$ cat src/rtl/alu_issue_arbiter_pkg.sv
// Shared types for the ALU issue path: operand/immediate types, lane opcodes
// and the issue arbiter state encoding.
package alu_issue_arbiter_pkg;

  typedef logic [31:0] data_t;
  typedef logic [11:0] imm12_t;

  typedef enum logic [3:0] {
    ALU_ADD  = 4'd0,
    ALU_SUB  = 4'd1,
    ALU_AND  = 4'd2,
    ALU_OR   = 4'd3,
    ALU_XOR  = 4'd4,
    ALU_SLL  = 4'd5,
    ALU_SRL  = 4'd6,
    ALU_SRA  = 4'd7,
    ALU_SLT  = 4'd8,
    ALU_ADDI = 4'd9
  } alu_instruction_t;

  typedef enum logic [1:0] {
    IDLE = 2'd0,
    EXEC = 2'd1,
    CAPT = 2'd2,
    RESP = 2'd3
  } arb_state_t;

endpackage

$ cat src/rtl/alu_issue_arbiter_rr_picker.sv
// Combinational round-robin picker: first set request at or after ptr,
// wrapping at N-1 -> 0. N need not be a power of two.
module rr_picker #(
  parameter int unsigned N = 4,
  parameter int unsigned W = 2
) (
  input  logic [N-1:0] req,
  input  logic [W-1:0] ptr,
  output logic [W-1:0] winner,
  output logic         any_valid
);

  logic [W-1:0] sel;

  // Scan offsets from farthest to nearest so the nearest requester wins.
  always_comb begin
    winner    = '0;
    sel       = '0;
    any_valid = |req;
    for (int unsigned i = N; i > 0; i--) begin
      sel = W'((32'(ptr) + i - 1) % N);
      if (req[sel]) winner = sel;
    end
  end

endmodule

$ cat src/rtl/alu_issue_arbiter.sv
// Round-robin issue of one warp at a time onto a shared bank of ALU lanes,
// returning the captured lane results over a valid/ready response channel.
module alu_issue_arbiter
  import alu_issue_arbiter_pkg::*;
#(
  parameter int unsigned NUM_WARPS        = 4,
  parameter int unsigned THREADS_PER_WARP = 4,
  parameter int unsigned WARP_ID_W        = $clog2(NUM_WARPS)
) (
  input  logic                        clk,
  input  logic                        reset,
  input  logic [NUM_WARPS-1:0]        req_valid,
  output logic [NUM_WARPS-1:0]        req_ready,
  input  alu_instruction_t            req_instruction [NUM_WARPS],
  input  imm12_t                      req_imm12 [NUM_WARPS],
  input  logic [THREADS_PER_WARP-1:0] req_mask [NUM_WARPS],
  input  data_t                       req_rs1 [NUM_WARPS][THREADS_PER_WARP],
  input  data_t                       req_rs2 [NUM_WARPS][THREADS_PER_WARP],
  output logic [THREADS_PER_WARP-1:0] alu_enable,
  output alu_instruction_t            alu_instruction,
  output imm12_t                      alu_imm12,
  output data_t                       alu_rs1 [THREADS_PER_WARP],
  output data_t                       alu_rs2 [THREADS_PER_WARP],
  input  data_t                       alu_out [THREADS_PER_WARP],
  output logic                        resp_valid,
  input  logic                        resp_ready,
  output logic [WARP_ID_W-1:0]        resp_warp,
  output logic [THREADS_PER_WARP-1:0] resp_mask,
  output data_t                       resp_data [THREADS_PER_WARP],
  output logic [31:0]                 issue_count
);

  arb_state_t                  state;
  logic [WARP_ID_W-1:0]        rr_ptr;
  logic [WARP_ID_W-1:0]        winner;
  logic [WARP_ID_W-1:0]        win_q;
  logic                        any_valid;
  alu_instruction_t            instr_q;
  imm12_t                      imm_q;
  logic [THREADS_PER_WARP-1:0] mask_q;
  data_t                       rs1_q [THREADS_PER_WARP];
  data_t                       rs2_q [THREADS_PER_WARP];

  rr_picker #(
    .N (NUM_WARPS),
    .W (WARP_ID_W)
  ) u_picker (
    .req       (req_valid),
    .ptr       (rr_ptr),
    .winner    (winner),
    .any_valid (any_valid)
  );

  always_comb begin
    req_ready = '0;
    if (state == IDLE && any_valid) req_ready[winner] = 1'b1;
  end

  assign alu_enable      = (state == EXEC) ? mask_q : '0;
  assign alu_instruction = instr_q;
  assign alu_imm12       = imm_q;
  assign alu_rs1         = rs1_q;
  assign alu_rs2         = rs2_q;
  assign resp_valid      = (state == RESP);

  always_ff @(posedge clk) begin
    if (reset) begin
      state       <= IDLE;
      rr_ptr      <= '0;
      win_q       <= '0;
      instr_q     <= ALU_ADD;
      imm_q       <= '0;
      mask_q      <= '0;
      resp_warp   <= '0;
      resp_mask   <= '0;
      issue_count <= '0;
      for (int unsigned l = 0; l < THREADS_PER_WARP; l++) begin
        rs1_q[l]     <= '0;
        rs2_q[l]     <= '0;
        resp_data[l] <= '0;
      end
    end else begin
      case (state)
        IDLE: begin
          if (any_valid) begin
            instr_q <= req_instruction[winner];
            imm_q   <= req_imm12[winner];
            mask_q  <= req_mask[winner];
            win_q   <= winner;
            for (int unsigned l = 0; l < THREADS_PER_WARP; l++) begin
              rs1_q[l] <= req_rs1[winner][l];
              rs2_q[l] <= req_rs2[winner][l];
            end
            rr_ptr <= (winner == WARP_ID_W'(NUM_WARPS - 1)) ? '0 : winner + WARP_ID_W'(1);
            state  <= EXEC;
          end
        end
        EXEC: state <= CAPT;
        CAPT: begin
          // Inactive lanes may carry stale lane output; force them to zero.
          for (int unsigned l = 0; l < THREADS_PER_WARP; l++)
            resp_data[l] <= mask_q[l] ? alu_out[l] : '0;
          resp_warp   <= win_q;
          resp_mask   <= mask_q;
          issue_count <= issue_count + 32'd1;
          state       <= RESP;
        end
        RESP: if (resp_ready) state <= IDLE;
        default: state <= IDLE;
      endcase
    end
  end

endmodule

$ cat config.mk
export PLATFORM = sky130hd
export DESIGN_NAME = alu_issue_arbiter
export DESIGN_NICKNAME = d
export VERILOG_FILES = /design/src/rtl/alu_issue_arbiter_pkg.sv /design/src/rtl/alu_issue_arbiter_rr_picker.sv /design/src/rtl/alu_issue_arbiter.sv
export SDC_FILE = /design/constraint.sdc
export NUM_CORES = 2
export LEC_CHECK = 0
export BUFFER_PORTS_ARGS = -buffer_cell sky130_fd_sc_hd__buf_2
export CORE_AREA = 2 2 653 655
export CTS_BUF_LIST = sky130_fd_sc_hd__clkbuf_2 sky130_fd_sc_hd__clkbuf_4 sky130_fd_sc_hd__clkbuf_8
export CTS_CLUSTER_SIZE = 28
export DETAILED_ROUTE_END_ITERATION = 12
export DIE_AREA = 0 0 655 657
export PLACE_DENSITY = 0.3
export SYNTH_ARGS = -nofsm -noshare
export SYNTH_HDL_FRONTEND = slang
export SYNTH_SLANG_ARGS = --single-unit
$ cat constraint.sdc
create_clock -name clk -period 2.45 [get_ports clk]
set_clock_uncertainty 0.05 [all_clocks]
set_input_delay 0.49 -clock clk [delete_from_list [all_inputs] [get_ports clk]]
set_output_delay 0.49 -clock clk [all_outputs]
set_load 0.02 [all_outputs]
# Word-level counts from Yosys, hierarchy flattened

Cells that the tools add are included.

Memories kept: 0
Register bits after elaboration: 448
Bits in writable memories: 0
Latch bits: 0
Bits of input ports: 1,239
Word-level logic and storage cells: 90
Bits in read-only memories: 0

Equality and inequality tests: 6
Shift operators: 0
Reductions and logical operators: 6
Mux-type cells: 39
Order comparisons: 7
$mul: 0
Div/mod/pow operators: 0
$add $sub $neg: 10
Bitwise operators: 1

Operators by type and width:

| kind                                                               | number |
|---|---|
| binary-select mux 128 bit (select 2 bit)                           | 2 |
| two-way mux 128 bit                                                | 4 |
| two-way mux 32 bit                                                 | 4 |
| adder 32 x 1 -> 32 bit (second input constant)                     | 1 |
| binary-select mux 12 bit (select 2 bit)                            | 1 |
| two-way mux 12 bit                                                 | 2 |
| two-way mux 4 bit                                                  | 6 |
| binary-select mux 4 bit (select 2 bit)                             | 2 |
| less-than comparator 2 x 3 -> 1 bit (second input constant)        | 5 |
| two-way mux 2 bit                                                  | 7 |
| binary-select mux 1 bit (select 2 bit)                             | 4 |
| case mux 2 bit (4 select lines)                                    | 1 |
| subtractor 2 x 1 -> 2 bit (second input constant)                  | 4 |
| adder 2 x 1 -> 2 bit (second input constant)                       | 3 |
| equality test 2 bit (second input constant)                        | 3 |
| two-way mux 1 bit                                                  | 5 |
| adder 2 bit (second input constant)                                | 2 |
| AND reduction 2 bit                                                | 2 |
| OR reduction 4 bit                                                 | 1 |
| greater-or-equal comparator 3 bit (second input constant)          | 1 |
| NOT 2 -> 3 bit                                                     | 1 |
| demux 1 bit (select 2 bit)                                         | 1 |
| equality test 2 x 1 -> 1 bit (second input constant)               | 1 |
| greater-or-equal comparator 2 x 1 -> 1 bit (second input constant) | 1 |
| 4 further kinds                                                    | 5 |

# Longest topological paths before layout

Depth in word-level cells: 13
Gate-level depth with buffers: 9
Gate-level depth less buffers: 7

# Cells and area by module

Synthesis repeated with hierarchy kept, for this count alone.

Cell total of the unflattened synthesis: 2,227
Area, all modules: 22,207.5 µm²

By module, submodules not included:

| module            | instances | cells each | area an instance (µm²) | sequential area each (µm²) |
|---|---|---|---|---|
| alu_issue_arbiter | 1         | 2,214      | 22,130.0               | 8,968.6 |
| rr_picker         | 1         | 13         | 77.6                   | 0.0 |

# Worst setup path after synthesis

No wires, ideal clock.

Path type: input -> output
Start point: input req_valid[2]
End point: output req_ready[1]
Cell stages on the path: 7
Path buffers: 2
Slack: -94 ps
Arrival: 2,004 ps
Cell sequence: nor2b_1 > or4b_4 > buf_6 > clkbuf_1 > nand2_2 > nand2_1 > nor2_1

Word-level cells in the longest chain between the ends: 11
Elaborated cells between the ends (all ways): 20

RTL lines:

| item                                                                                                                    | line                              | text |
|---|---|---|
| start, declared                                                                                                         | alu_issue_arbiter.sv:12           | `input logic [NUM_WARPS-1:0] req_valid,` |
| binary-select mux 1 bit (select 2 bit)                                                                                  | alu_issue_arbiter_rr_picker.sv:22 | `if (req[sel]) winner = sel;` |
| two-way mux 1 bit (not written as such)                                                                                 | alu_issue_arbiter_rr_picker.sv:22 |  |
| two-way mux 2 bit (4 in series)                                                                                         | alu_issue_arbiter_rr_picker.sv:22 |  |
| less-than comparator 2 x 3 -> 1 bit (not written as such) or greater-or-equal comparator 2 x 1 -> 1 bit (tied branches) | alu_issue_arbiter.sv:56           | `if (state == IDLE && any_valid) req_ready[winner] = 1'b1;` |
| logical AND 1 bit (not written as such)                                                                                 | alu_issue_arbiter.sv:56           |  |
| two-way mux 1 bit (not written as such)                                                                                 | alu_issue_arbiter.sv:56           |  |
| demux 1 bit (select 2 bit)                                                                                              | alu_issue_arbiter.sv:56           |  |
| two-way mux 4 bit *                                                                                                     | alu_issue_arbiter.sv:56           |  |
| end, declared                                                                                                           | alu_issue_arbiter.sv:13           | `output logic [NUM_WARPS-1:0] req_ready,` |

Mark *: on every way between the ends. The rest lies on a longest branch, timed or not. The select of a mux whose other input is x is not followed.

# Final worst setup path

Start point: register rr_ptr[0]
End point: output req_ready[0]

Word-level cells in the longest chain between the ends: 13
Elaborated cells between the ends (all ways): 26

RTL lines:

| item                                                                                                                    | line                              | text |
|---|---|---|
| start, declared                                                                                                         | alu_issue_arbiter.sv:34           | `logic [WARP_ID_W-1:0] rr_ptr;` |
| start signal, assigned                                                                                                  | alu_issue_arbiter.sv:94           | `rr_ptr <= (winner == WARP_ID_W'(NUM_WARPS - 1)) ? '0 : winner + WARP_ID_W'(1);` |
| adder 2 x 1 -> 2 bit                                                                                                    | alu_issue_arbiter_rr_picker.sv:21 | `sel = W'((32'(ptr) + i - 1) % N);` |
| subtractor 2 x 1 -> 2 bit                                                                                               | alu_issue_arbiter_rr_picker.sv:21 |  |
| binary-select mux 1 bit (select 2 bit)                                                                                  | alu_issue_arbiter_rr_picker.sv:22 |  |
| two-way mux 1 bit (not written as such)                                                                                 | alu_issue_arbiter_rr_picker.sv:22 |  |
| two-way mux 2 bit (3 in series)                                                                                         | alu_issue_arbiter_rr_picker.sv:22 |  |
| two-way mux 2 bit *                                                                                                     | alu_issue_arbiter_rr_picker.sv:22 |  |
| less-than comparator 2 x 3 -> 1 bit (not written as such) or greater-or-equal comparator 2 x 1 -> 1 bit (tied branches) | alu_issue_arbiter.sv:56           |  |
| logical AND 1 bit (not written as such)                                                                                 | alu_issue_arbiter.sv:56           |  |
| two-way mux 1 bit (not written as such)                                                                                 | alu_issue_arbiter.sv:56           |  |
| demux 1 bit (select 2 bit) *                                                                                            | alu_issue_arbiter.sv:56           |  |
| two-way mux 4 bit *                                                                                                     | alu_issue_arbiter.sv:56           |  |

Marked as above.

==> results by group <==
Floorplanning
  – Die Area: between 400000 and 500000 sq um
  – Cell row count: roughly 240
  – Initial standard-cell utilization of the core: 7.083%
  – Core Footprint: approximately 420000 sq um
  – DIE WIDTH: between 600 and 700 um
  – Number of placed I/O pins: ~1700
  – Die Y-Extent: roughly 660 um

Worst setup path
  – CP top delay family: simple AND/OR/NAND/NOR gates
  – Worst reg2reg path depth: 10
  – Startpoint kind of the worst setup timing path: register
  – Crit path max-delay cell type: sky130_fd_sc_hd__dfxtp_4
  – Minimum setup slack among reg-to-reg paths: -0.60 ns
  – Worst EP required: 1.91 ns
  – Element type at the critical path end: output pin
  – Delay of the slowest cell on the worst path: approximately 0.40 ns
  – R2r startpoint: rr_ptr[0]$_SDFFE_PP0P_
  – Start point of the critical path: rr_ptr[0]$_SDFFE_PP0P_
  – Capturing point of the worst reg2reg path: alu_rs2[117]$_SDFFE_PP0P_
  – Number of buffers and inverters on the critical path: 2
  – WS Path Type: reg -> out
  – Most common cell type on the critical path: sky130_fd_sc_hd__buf_4
  – Data arrival, critical path: 2.72 ns
  – Biggest fanout along the worst timing path: 4
  – Cells traversed along the worst timing path: nor2b_4, buf_4, a211o_1, and2_2, nor3_2, buf_4

Detailed routing
  – Wirelength per Cell: 28.86 um
  – Routed via count divided by cell count: about 3.7
  – Sum of routed wire length over all layers: 363400 um
  – Number of design rule violations left after detail routing: 0
  – Count of antenna-violating nets left after detailed routing: 0
  – Number of iterations in the first detailed-routing pass: 6
  – Violation count after the first detailed-routing iteration: ~3400
  – Total vias in the final route: 46760

Layout
  – Number of standard cells in the layout, taps in and fillers out: 12590
  – Fraction of final layout cells sized beyond drive strength 1: between 30% and 40%
  – Final layout net count: between 8000 and 9000
  – Area Growth Syn to Fin: 119.9%
  – Fill cell total of the finished layout: ~49000
  – Post-layout utilization of the core: about 16%

Yosys
  – Mapped Nets: a little over 5000
  – Synth top cells by count: sky130_fd_sc_hd__and3_1 (554), sky130_fd_sc_hd__dfxtp_1 (448), sky130_fd_sc_hd__clkbuf_1 (444), sky130_fd_sc_hd__a21boi_0 (421)
  – Warnings from Yosys: 0
  – Mapped Cells: 3849
  – Fraction of synthesized cell area taken by the top area cell type: between 20% and 30%
  – FF+latch count, synth: ~450
  – Number of different library cells in the post-synthesis netlist: 41
  – Predominant post-synthesis flop cell: sky130_fd_sc_hd__dfxtp_1
  – Cell types occupying the most area after synthesis: sky130_fd_sc_hd__dfxtp_1 (30%), sky130_fd_sc_hd__and3_1 (12%), sky130_fd_sc_hd__a21boi_0 (11%)
  – Cell with the most instances after synthesis: sky130_fd_sc_hd__and3_1
  – Synthesized area per cell: 7.781 sq um
  – Post-synth design cell area: ~30000 sq um
  – Fraction of registers with async set or reset after synthesis: 0%
  – Number of enable-type register cells in the synthesized netlist: 0
  – Sequential share of the synthesized area: 29.95%
  – Library cell with the largest summed area after synthesis: sky130_fd_sc_hd__dfxtp_1

Timing
  – Crit path setup slack, layout: -0.8050 ns
  – Aggregate negative setup slack: -97.93 ns
  – Maximum clock frequency: slightly above 0.3 GHz
  – Shortest period the worst path allows: approximately 3.3 ns
  – Hold WS: approximately 0.10 ns
  – Setup repair after global routing missed its margin: yes
  – Period utilization: 132.9%
  – Number of endpoints failing setup at the final stage: 318
  – Final count of pins violating max slew: 0
  – Max_slew headroom: between 50 and 60%
  – Actual slew at the worst max-slew pin: around 0.65 ns
  – Final hold vios: 0

Min path
  – Worst Hold Launch: req_rs2[253]
  – Type of the worst min-delay path: in -> reg
  – Worst hold path depth: 4
  – Worst Hold Path EP: alu_rs2[125]$_SDFFE_PP0P_

Clock network
  – H-Tree Depth: 3
  – Register clock-pin slew on the reported worst setup and hold paths: about 0.060 ns
  – CTS buffer count: 110
  – Total clock sinks: ~450
  – Clock Latency Late Sink: 1.00 ns
  – Clock tree from TritonCTS: built
  – Buffer levels on the longest clock path: 4
  – Clock root cell: sky130_fd_sc_hd__clkbuf_8

Global routing
  – Global-route wire length before repair: roughly 450000 um
  – Global-route total usage across every layer: approximately 15%
  – Pin count of the biggest net entering global routing: between 90 and 100
  – Antenna violations before repair: approximately 280
  – Via count of the first global-routing pass: ~46000
  – Total overflow reported by the global router: 0

Placed design
  – # port buffers: approximately 1700
  – Detailed Place HPWL: around 290000 um
  – Cell total after placement: ~11000
  – Final weighted congestion in routability-driven placement: between 0.9 and 1

Outcome
  – Violations in the final reports: setup timing
  – Result of the run: finished, violations left

Pwr
  – Power density over the cells: roughly 890 nW/um^2
  – Static leakage power: approximately 27 nW
  – VDD IR max: 0.0004507 V

Flow run
  – Reported max-cap violation count: 0
[worst min-delay path, delay by kind of cell]
kind,cells,cell delay [ns]
simple gates,1,0.16
compound gates,2,0.22
buf+inv,1,0.09
[timing repair]
| item | 4_1_cts | 5_1_grt |
|---|---|---|
| gates resized for setup | 195 | 528 |
| endpoints found under the setup margin | 298 | 330 |
| setup buffers | 28 | 45 |
| cloned | 29 | 47 |
| hold endpoints to repair | 405 | 1 |
| hold buffers | 1147 | 1 |
| pin swaps | 14 | 172 |
[metrics by stage]
| step | power [mW] | worst slack (ns) | instance area [sq um] |
|---|---|---|---|
| after CTS | 55.77 | -0.9715 | 62320 |
| after floorplan | 24.89 | -0.02492 | 29960 |
| final | 58.60 | -0.8050 | 65870 |
| after global placement | 40.80 | -0.9164 | 46970 |
| after detailed placement | 40.83 | -0.9622 | 46970 |
| after global routing | 61.66 | -0.9273 | 65730 |
[placed cells by master (no fill, tap or decap), types with 178 or more instances in the layout]
cell type | netlist | layout
sky130_fd_sc_hd__buf_2 | 29 | 1676
sky130_fd_sc_hd__dlygate4sd3_1 | 0 | 1148
sky130_fd_sc_hd__and3_1 | 554 | 471
sky130_fd_sc_hd__dfxtp_1 | 448 | 444
sky130_fd_sc_hd__a21boi_0 | 421 | 315
sky130_fd_sc_hd__and2_1 | 284 | 280
sky130_fd_sc_hd__a21oi_1 | 284 | 280
sky130_fd_sc_hd__nor3b_1 | 275 | 275
sky130_fd_sc_hd__buf_4 | 0 | 257
sky130_fd_sc_hd__nor2_1 | 180 | 178
[worst max path at each step]
stage                                     to  slack (ns)  cells after the start
global route                    req_ready[3]       -0.93                      8
CTS                             req_ready[0]       -0.97                      8
global placement    alu_rs1[31]$_SDFFE_PP0P_       -0.92                      7
finish                          req_ready[0]       -0.81                      6
detailed placement  alu_rs1[31]$_SDFFE_PP0P_       -0.96                      7
floorplan                       req_ready[1]       -0.02                      7
[logic make-up after synthesis]
group / synth area share, %
muxes: 0.1671
DFF: 29.95
AOI/OAI and AO/OA: 34.64
xor gates and xnor gates: 0.9065
and+or+nand+nor: 27.81
buffers and inverters: 6.287
adders and majority gates: 0.2507
[state kept, by name, indices dropped and copies added, names as in the netlist]
| signal | cells |
|---|---|
| alu_imm12 | 12 |
| alu_instruction | 4 |
| alu_rs1 | 128 |
| alu_rs2 | 128 |
| issue_count | 32 |
| mask_q | 4 |
| resp_data | 128 |
| resp_mask | 4 |
| resp_warp | 2 |
| rr_ptr | 2 |
| state | 2 |
| win_q | 2 |
[cell type report]
class,count,area [sq um],share of cell area (%)
Antenna cell,82,205.2,0.3115
Clock buffer,170,2083,3.162
Clock inverter,7,52.55,0.07977
Inverter,5,21.27,0.03229
Multi-Input combinational cell,2917,21170,32.13
Sequential cell,448,8976,13.63
Tap cell,5663,7086,10.76
Timing Repair Buffer,3298,26280,39.90
[routing by layer]
metal | GRT usage (%) | part of all wire (%)
met1 | 18.79 | 41
met2 | 26.18 | 47
met3 | 4.129 | 7.7
met4 | 5.341 | 4.3
met5 | 0 | 0.19
[report_power, final]
| part | internal, mW | switching [mW] | leakage [nW] | total [mW] |
|---|---|---|---|---|
| Sequential | 9.11 | 1.41 | 3.66 | 10.5 |
| Combinational | 15.6 | 22.6 | 22.6 | 38.2 |
| Clock | 5.31 | 4.53 | 1.14 | 9.84 |
(Power assumes the default switching activity.)
